==> src/rtl/square_floor_checker_pkg.sv <==
// Shared widths and FSM encoding for the square-root family of blocks.
package square_floor_checker_pkg;
    localparam int ROOT_W = 5;
    localparam int NUM_W  = 2 * ROOT_W;

    typedef enum logic [1:0] {
        IDLE  = 2'd0,
        CALC  = 2'd1,
        CHECK = 2'd2,
        DONE  = 2'd3
    } sq_state_t;
endpackage

==> src/rtl/square_floor_checker_shift_add_squarer.sv <==
// Sequential squarer: one shift-add partial product per step, LSB of root first.
module shift_add_squarer
    import square_floor_checker_pkg::*;
#(
    parameter int ROOT_W = square_floor_checker_pkg::ROOT_W,
    parameter int NUM_W  = square_floor_checker_pkg::NUM_W
) (
    input  logic              clk,
    input  logic              rst,
    input  logic              load,
    input  logic              step,
    input  logic [ROOT_W-1:0] root,
    output logic [NUM_W-1:0]  acc,
    output logic              last
);
    localparam int CNT_W = $clog2(ROOT_W + 1);

    logic [CNT_W-1:0]  cnt;
    logic [NUM_W-1:0]  mcand;
    logic [ROOT_W-1:0] mbits;

    always_ff @(posedge clk) begin
        if (rst) begin
            acc   <= '0;
            cnt   <= '0;
            mcand <= '0;
            mbits <= '0;
        end else if (load) begin
            acc   <= '0;
            cnt   <= CNT_W'(ROOT_W);
            mcand <= {{(NUM_W-ROOT_W){1'b0}}, root};
            mbits <= root;
        end else if (step && cnt != '0) begin
            // mcand tracks root << bit_index; mbits[0] is the current root bit
            if (mbits[0])
                acc <= acc + mcand;
            mcand <= mcand << 1;
            mbits <= mbits >> 1;
            cnt   <= cnt - 1'b1;
        end
    end

    assign last = (cnt == CNT_W'(1));
endmodule

==> config.mk <==
export PLATFORM = sky130hd
export DESIGN_NAME = shift_add_squarer
export DESIGN_NICKNAME = d
export VERILOG_FILES = /design/src/rtl/square_floor_checker_pkg.sv /design/src/rtl/square_floor_checker_shift_add_squarer.sv
export SDC_FILE = /design/constraint.sdc
export NUM_CORES = 1
export LEC_CHECK = 0
export ABC_AREA = 1
export CORE_MARGIN = 10
export CORE_UTILIZATION = 44
export DETAILED_ROUTE_END_ITERATION = 7
export HOLD_SLACK_MARGIN = 0.02
export PLACE_DENSITY_LB_ADDON = 0.3
export SYNTH_ARGS = -nofsm -noshare
export SYNTH_HDL_FRONTEND = slang
export SYNTH_SLANG_ARGS = --single-unit
==> constraint.sdc <==
create_clock -name clk -period 4.8 [get_ports clk]
set_input_delay 0.48 -clock clk [delete_from_list [all_inputs] [get_ports clk]]
set_output_delay 0.48 -clock clk [all_outputs]
set_load 0.05 [all_outputs]
==> results summary, run 1 <==
The flow ran to the end, and the final reports show no timing, DRC or antenna violations. The timing-limited maximum frequency is around 450 MHz. The total nets after synthesis is 238. The synthesized netlist contains 28 unique library cells. By startpoint and endpoint, the worst setup path is classified as register to output port. Dividing the detail-routed via count by the number of cells gives roughly 4.9.

From bottom edge to top edge, the die measures about 81 microns. The cell area power density is about 250 nW/um^2. Row generation in the floorplan step produced 22 rows. The static leakage is around 0.82 nW. The worst min-delay path endpoint is mbits[4]. The number of buffers and inverters on the critical path is 3. The post-synthesis adder-cell area fraction came out at approximately a tenth. The number of warnings printed during yosys synthesis came out at 0. The cell area after synthesis came out at between 1500 and 2000 sq um. The total via count in the routed design came out at between 1000 and 1500. The power share of the clock group came out at 31.0%. In the synthesized netlist the dominant register cell turns out to be dfxtp_1.

The mux cell area share after synthesis is 0%. The longest clock path from root to sink contains 2 buffers. The clock input transition at the sequential cells of the worst setup and hold paths is 0.09 ns.

At the later pin of the worst-skew pair, clock insertion delay measures 0.27 ns. The area fraction of the dominant cell type after synthesis came out at ~35%. The post-synthesis instance total is between 200 and 250. The average footprint of a synthesized cell is 7.52 sq um.

The clock skew came out at about 0.0046 ns. The number of buffers created by CTS came out at 3. The routed length on met1 came out at about 1500 microns. In this run, the number of DRC markers left after iteration 0 of detailed routing was 65. In the synthesized netlist, the cells that appear most often are nand2_1 (49), dfxtp_1 (28), inv_1 (24). The launching point of the worst reg2reg path is mcand[0]. The count of input and output buffers is 19. The fraction of power consumed by combinational cells came out at 15.7%.

The number of remaining DRC errors is 0. The number of cells traversed by the worst register-to-register path came out at 9. The fraction of synthesized cell area in xor and xnor cells is under 10%. The total global routing overflow is 0. The cell-internal power is about 340 uW. The weighted congestion at the end of routability-driven global placement is around 0.84. The final core utilization is between 50% and 60%. For this run, asynchronously set or reset flops after synthesis account for 0%.

TritonCTS built the clock tree. The kind of cell with the highest combined delay on the critical path is buffers and inverters. The maximum fanout encountered on the critical timing path is 3. nand2_1 is the most common cell in the netlist. The synthesized netlist devotes between 10% and 20% of its cell area to compound gates. The required time of the critical path is 4.32 ns.

Headroom to the max-slew limit came out at 66.1%. The standard cell core area came out at between 3000 and 4000 sq um. The worst setup path is captured at an output port.

Entering global routing, the biggest net connects 20 pins. Setup violations remaining at the end of the flow were counted as 0. In this run, synthesis produced a sequential element count of 28. The total length of routed met2 wires came out at between 1000 and 1500 microns. The final wirelength came out at 3210 microns. From synthesis to final layout, the design area changed by 15.7%. The post-CTS setup buffer count is 0. The post-synthesis share of cell area spent on and, or, nand and nor gates came out at between 20% and 30%.

The capture point of the worst reg-to-reg path is acc[6]. The global-route wire length before repair came out at between 5000 and 6000 microns. Data arrives at the worst endpoint at 1.75 ns. In this run the count of I/O pins placed on the die edge is 20. The number of antenna repair diodes is 0. The clock period could shrink to 2.23 ns. The initial antenna violation count came to 0. Setup repair after global routing left no endpoint under its margin. The fraction of the yosys area taken by sequential cells is about 35%. The critical path goes through inv_1, ha_1, inv_1, nor2_1, clkdlybuf4s50_1.

The total count of max-transition violations in the final report is 0. The number of enable flip-flop cells after synthesis is 0. The number of nets in the layout is 257.

The proportion of layout cells with a drive suffix above 1 came out at 8.55%. The proportion of total power due to net switching came out at a little over a quarter. dfxtp_1 takes more of the synthesized area than any other cell. The actual transition at the worst max-transition pin is just over 0.5 ns. In the global route stage, overall resource usage came out at about a tenth. The number of global-route vias before repair is ~1300.

For this configuration, the core starts out at a cell density of a little under half. The highest routing layer actually used is met4. STA classifies the critical path startpoint as a register. In this run the power spent charging and discharging nets is 125 uW. The reported max-cap violation count is 0. Across all setup checks in the final design, the least slack found is 2.57 ns. The reg-to-reg setup timing slack is roughly 3 ns. The post-route clock period utilization came out at a little under half. The sequential power share came out at between 50% and 60%. The count of nets left with antenna violations once routing finished came out at 0. The total count of hold-check failures in the final report came out at 0. For this design, the slowest cell found on the critical path is clkdlybuf4s50_1.

In this run the most critical hold path is launched from mbits[4]. The longest individual stage delay on the worst path is ~0.80 ns. The most numerous cell type found on the critical path is inv_1.

The setup TNS is 0 ns. The cell depth of the worst min-delay path came out at 2. By area the synthesized netlist is led by dfxtp_1 (35%), nand2_1 (11%), ha_1 (9.2%), nand3_1 (6.5%), inv_1 (5.5%). The tightest min-delay check is of the register to register type.

In the final routed layout, each cell accounts on average for about 11 microns. The maximum VDD drop is between 150 and 200 uV. The combinational family with the most area after synthesis is simple AND/OR/NAND/NOR gates.

The tree built by TritonCTS fans out to 28 sinks. Summed over all nets, the half-perimeter wirelength after detailed placement is between 2000 and 2500 microns. The count of TritonRoute iterations in the first routing pass is 4. The die area is 6520 sq um. The chip width is ~81 microns.

In this run the number of H-tree levels came out at 1. The cell sitting at the root of the clock tree is a clkbuf_8. The post-cts resize count is 0.

The met3 wire length is roughly 160 microns. The cts-stage hold buffer count came out at 0. Prior to clock tree synthesis, the placed netlist has a worst setup slack of between 2 and 3 ns.
## cell usage in the layout, fill, tap and decap left out, types with 2 or more instances in the layout
master and count:
nand2_1 49, dfxtp_1 28, inv_1 24, nand3_1 21, clkdlybuf4s50_1 19, nor2_1 16, a21oi_1 12, ha_1 12
o21ai_0 9, a31oi_1 9, o21a_1 7, xor2_1 4, clkbuf_8 4, nand2_2 3, o21ai_2 3, nand2_4 2
nor2_4 2, a21oi_2 2
## kinds of logic (layout without fill, tap and decap cells)
| family | after synthesis | after routing |
|---|---|---|
| simple gates | 95 | 95 |
| compound gates | 43 | 43 |
| buf+inv | 33 | 51 |
| flops | 28 | 28 |
| fa+ha+maj | 13 | 13 |
| xor+xnor | 4 | 4 |
## power groups by stage
stage | Sequential (mW) | Clock [mW] | Combinational (mW)
2_1_floorplan | 0.257 | 0 | 0.0531
3_3_place_gp | 0.256 | 0 | 0.0729
3_5_place_dp | 0.256 | 0 | 0.0736
4_1_cts | 0.250 | 0.151 | 0.0740
5_1_grt | 0.251 | 0.158 | 0.0827
6_report | 0.250 | 0.145 | 0.0734
## metal layers
layer | global-route usage (%) | up-vias
met1 | 12.0 | 604
met5 | 0 | -
li1 | - | 744
met3 | 3.09 | 6
met4 | 2.60 | 0
met2 | 17.1 | 29
## final cells by class
type	count	area [sq um]
Fill cell	367	1730
Clock buffer	4	55.1
Timing Repair Buffer	19	190
Multi-Input combinational cell	155	896
Inverter	28	118
Sequential cell	28	561
Tap cell	48	60.1
## registers in the layout, summed over array words and instances, names as in the netlist
register  flops
cnt           3
mcand        10
mbits         5
acc          10
## per-stage QoR
stage	hold WS (ns)	cell area [sq um]	std cells	total power [mW]
6_report	0.478	1880	282	0.468
5_1_grt	0.494	1880	282	0.492
4_1_cts	0.483	1880	282	0.476
3_5_place_dp	0.470	1820	278	0.329
3_3_place_gp	0.458	1820	278	0.328
2_1_floorplan	0.440	1620	216	0.310
## worst reg2reg max path, cell delays in order (launching register included)
cell     delay (ns)
dfxtp_1        0.39
ha_1           0.22
inv_1          0.07
fa_1           0.42
o21ai_2        0.23
nand2_1        0.11
nand3_1        0.08
nand3_1        0.07
nand2_1        0.07
inv_1          0.04
## how the worst max path moves through the flow
stage,cells past startpoint,slack [ns],to,from
final,5,2.57,last,cnt[1]
after global routing,5,2.46,last,cnt[1]
after CTS,5,2.55,last,cnt[1]
after detailed placement,4,2.78,cnt[1],rst
after global placement,4,2.83,cnt[1],rst
after floorplan,9,2.85,acc[8],acc[0]
(Power assumes the default switching activity.)
==> inputs of run 2 (changes only) <==
==> constraint.sdc (replaced) <==
create_clock -name clk -period 1.9 [get_ports clk]
set_input_delay 0.19 -clock clk [delete_from_list [all_inputs] [get_ports clk]]
set_output_delay 0.19 -clock clk [all_outputs]
set_load 0.05 [all_outputs]
==> run 2 against run 1 <==
Against the previous run:
- final cell count up 0.71%
- critical endpoint is now acc[8]
- sequential power grew to 2.5 times the previous value
- via count is 1.9% lower
- critical path type is now register to register
- wire length up 2.1%
==> results summary, run 2 (same netlist as run 1, synthesis figures left out) <==
The maximum VDD drop came out at just under 600 uV. The overall power after layout is between 1 and 1.5 mW. The clock net sink count came out at 28.

In this design, the largest share of critical-path delay is due to adder cells. The chip width came out at between 80 and 90 microns. The cell depth of the worst min-delay path is 2. The post-cts resize count came out at 0.

The required time of the critical path came out at approximately 2.1 ns. The global routing usage summed across all routing layers is approximately a tenth. The via density per instance is between 4 and 5. Setup repair after global routing left no endpoint under its margin. The critical path's slowest cell is fa_1. The area growth from synthesis to layout is 17.6%. The weighted congestion at the end of routability-driven global placement is 0.852. The die is about 81 microns tall. The setup TNS came out at 0 ns. The number of remaining DRC errors came out at 0.

The worst setup path is captured at a register. The number of cells traversed by the worst register-to-register path came out at 9. The finished layout holds roughly 280 standard cells, fillers aside. The global-route wire length before repair is 5550 microns. The total instance count after detailed placement came out at 280. The total global routing overflow is 0. The library cells used most frequently in the layout, excluding fill and tap cells, are nand2_1 (49), dfxtp_1 (27), inv_1 (24), nand3_1 (21), clkdlybuf4s50_1 (18). The cell area power density is between 600 and 700 nW/um^2. The routed layout has between 1000 and 1500 vias. The count of input and output buffers came out at 19. The clock latency reported for the late side of the worst-skew pair is roughly 0.28 ns. Traced cell by cell, the critical path runs through ha_1, inv_1, fa_1, o21ai_2, nand2_1, nand3_1, nand3_1, nand2_1, inv_1. met2 is the most crowded layer. The critical path is of the register to register type.

The post-route clock period utilization came out at between 90% and 100%. The number of buffers created by CTS came out at 3. The clock tree buffer depth is 2. For this run, global-route usage on met3 was measured as 2.54%.

TritonCTS built the clock tree. The number of global-route vias before repair was about 1300. The standard cell core area is about 3600 sq um. After clock tree synthesis, the clock-pin slew on the worst setup and hold paths is 0.10 ns. The timing-limited maximum frequency came out at 582 MHz. In the global route stage, met2 resource usage came out at between 15 and 20%. CTS built an H-tree with a depth of 1. The area used by multi-input combinational logic is ~900 sq um.

The I/O pin count came out at 20. The number of antenna diodes in the final layout is 0. The effective utilization at floorplan is around 45%. The maximum fanout encountered on the critical timing path is 3. The number of failing setup endpoints in the final timing report came out at 0. The post-CTS setup buffer count is 0. The cell area after layout is around 1900 sq um. The instance count on the critical path came out at 9. The static leakage came out at ~0.84 nW. The number of buffers and inverters on the critical path came out at 2. The total count of max-transition violations in the final report is 0. The count of TritonRoute iterations in the first routing pass came out at 4. STA classifies the critical path startpoint as a register. The final wirelength is between 3000 and 4000 microns. The post-route antenna net violation count is 0. The worst endpoint data arrival time came out at around 1.9 ns. The longest individual stage delay on the worst path came out at just over 0.4 ns.

The final layout contains around 260 nets. The headroom to the max-slew limit is 63.8%. The initial antenna violation count came out at 0. The path class of the tightest hold or removal check is register to register. The largest registers in the layout are acc x10, mcand x10, mbits x5. The cts-stage hold buffer count came out at 0. The leading cell type in the layout, fill and taps excluded is nand2_1. The clock root buffer master is clkbuf_8. The actual transition at the worst max-transition pin is about 0.54 ns. The cell row count is 22. The maximum number of pins on one net before global-route repair is 20. The post-route minimum period is between 1.5 and 2 ns. The placed instances occupy a cell area of 1840 sq um. The number of fill cells in the layout is about 350.

The clock skew came out at 0.00261 ns. In the final layout, the share of cells above drive strength 1 is between 10% and 20%. The die covers 6520 sq um.

The DRC violation total after the first TritonRoute iteration is 40. Across the run, the number of max-cap violations was 0. The flow ran to the end, and the final reports show no timing, DRC or antenna violations. The total count of hold-check failures in the final report came out at 0.

The detailed-route wire length per cell came out at roughly 12 microns. The sequential cells in the finished layout cover a total of 562 sq um. The detailed placer's ending HPWL came out at 2540 microns. The met1 usage in global routing came out at 12.4%.
run 2: cell count changes in the layout (fill, tap and decap cells not counted):
cell and delta:
buf_4 +3, bufinv_16 +1, clkbuf_8 -1, clkdlybuf4s50_1 -1
dfxtp_1 -1, dfxtp_2 +1
run 2: where the power goes:
group	internal (mW)	switching (mW)	leakage (nW)
clock network	0.283	0.194	0.0357
registers	0.612	0.0194	0.229
logic	0.0720	0.117	0.573
run 2: final cells by class:
| cell class | count | area share [%] |
|---|---|---|
| inverter | 28 | 6.16 |
| sequential | 28 | 29.4 |
| multi-input combinational | 155 | 46.9 |
| clock buffer | 3 | 2.16 |
| clock inverter | 1 | 1.57 |
| tap | 48 | 3.15 |
| timing repair buffer | 21 | 10.6 |
run 2: final timing paths:
check                 from  endpoint  slack, ns
setup / recovery  mcand[0]    acc[8]       0.18
hold / removal    mbits[4]  mbits[4]       0.47
setup reg to reg  mcand[0]    acc[8]       0.18
hold reg to reg   mbits[4]  mbits[4]       0.47
run 2: tightest hold or removal path, stage by stage (launching register included):
cell     delay (ns)
dfxtp_1        0.32
nand2_1        0.06
a21oi_1        0.05
run 2: layer usage:
metal | routed length (microns) | vias up
li1 | - | 749
met3 | 156 | 5
met1 | 1580 | 580
met2 | 1490 | 23
met4 | 52 | 0
met5 | 0 | -
run 2: metrics by stage:
stage	setup WS (ns)	utilization [%]	hold slack (ns)
after detailed placement	0.239	51.0	0.458
after global routing	0.0467	52.9	0.509
after CTS	0.177	52.9	0.473
final	0.183	52.9	0.466
after global placement	0.279	51.0	0.452
after floorplan	0.0495	-	0.259
==> inputs of run 3 (changes only) <==
--- a/config.mk
+++ b/config.mk
@@ -14,3 +14,4 @@
 export SYNTH_ARGS = -nofsm -noshare
 export SYNTH_HDL_FRONTEND = slang
 export SYNTH_SLANG_ARGS = --single-unit
+export TNS_END_PERCENT = 10
==> results of run 3 <==
Same layout as run 2: the final DEF is identical, and so are final timing and power.
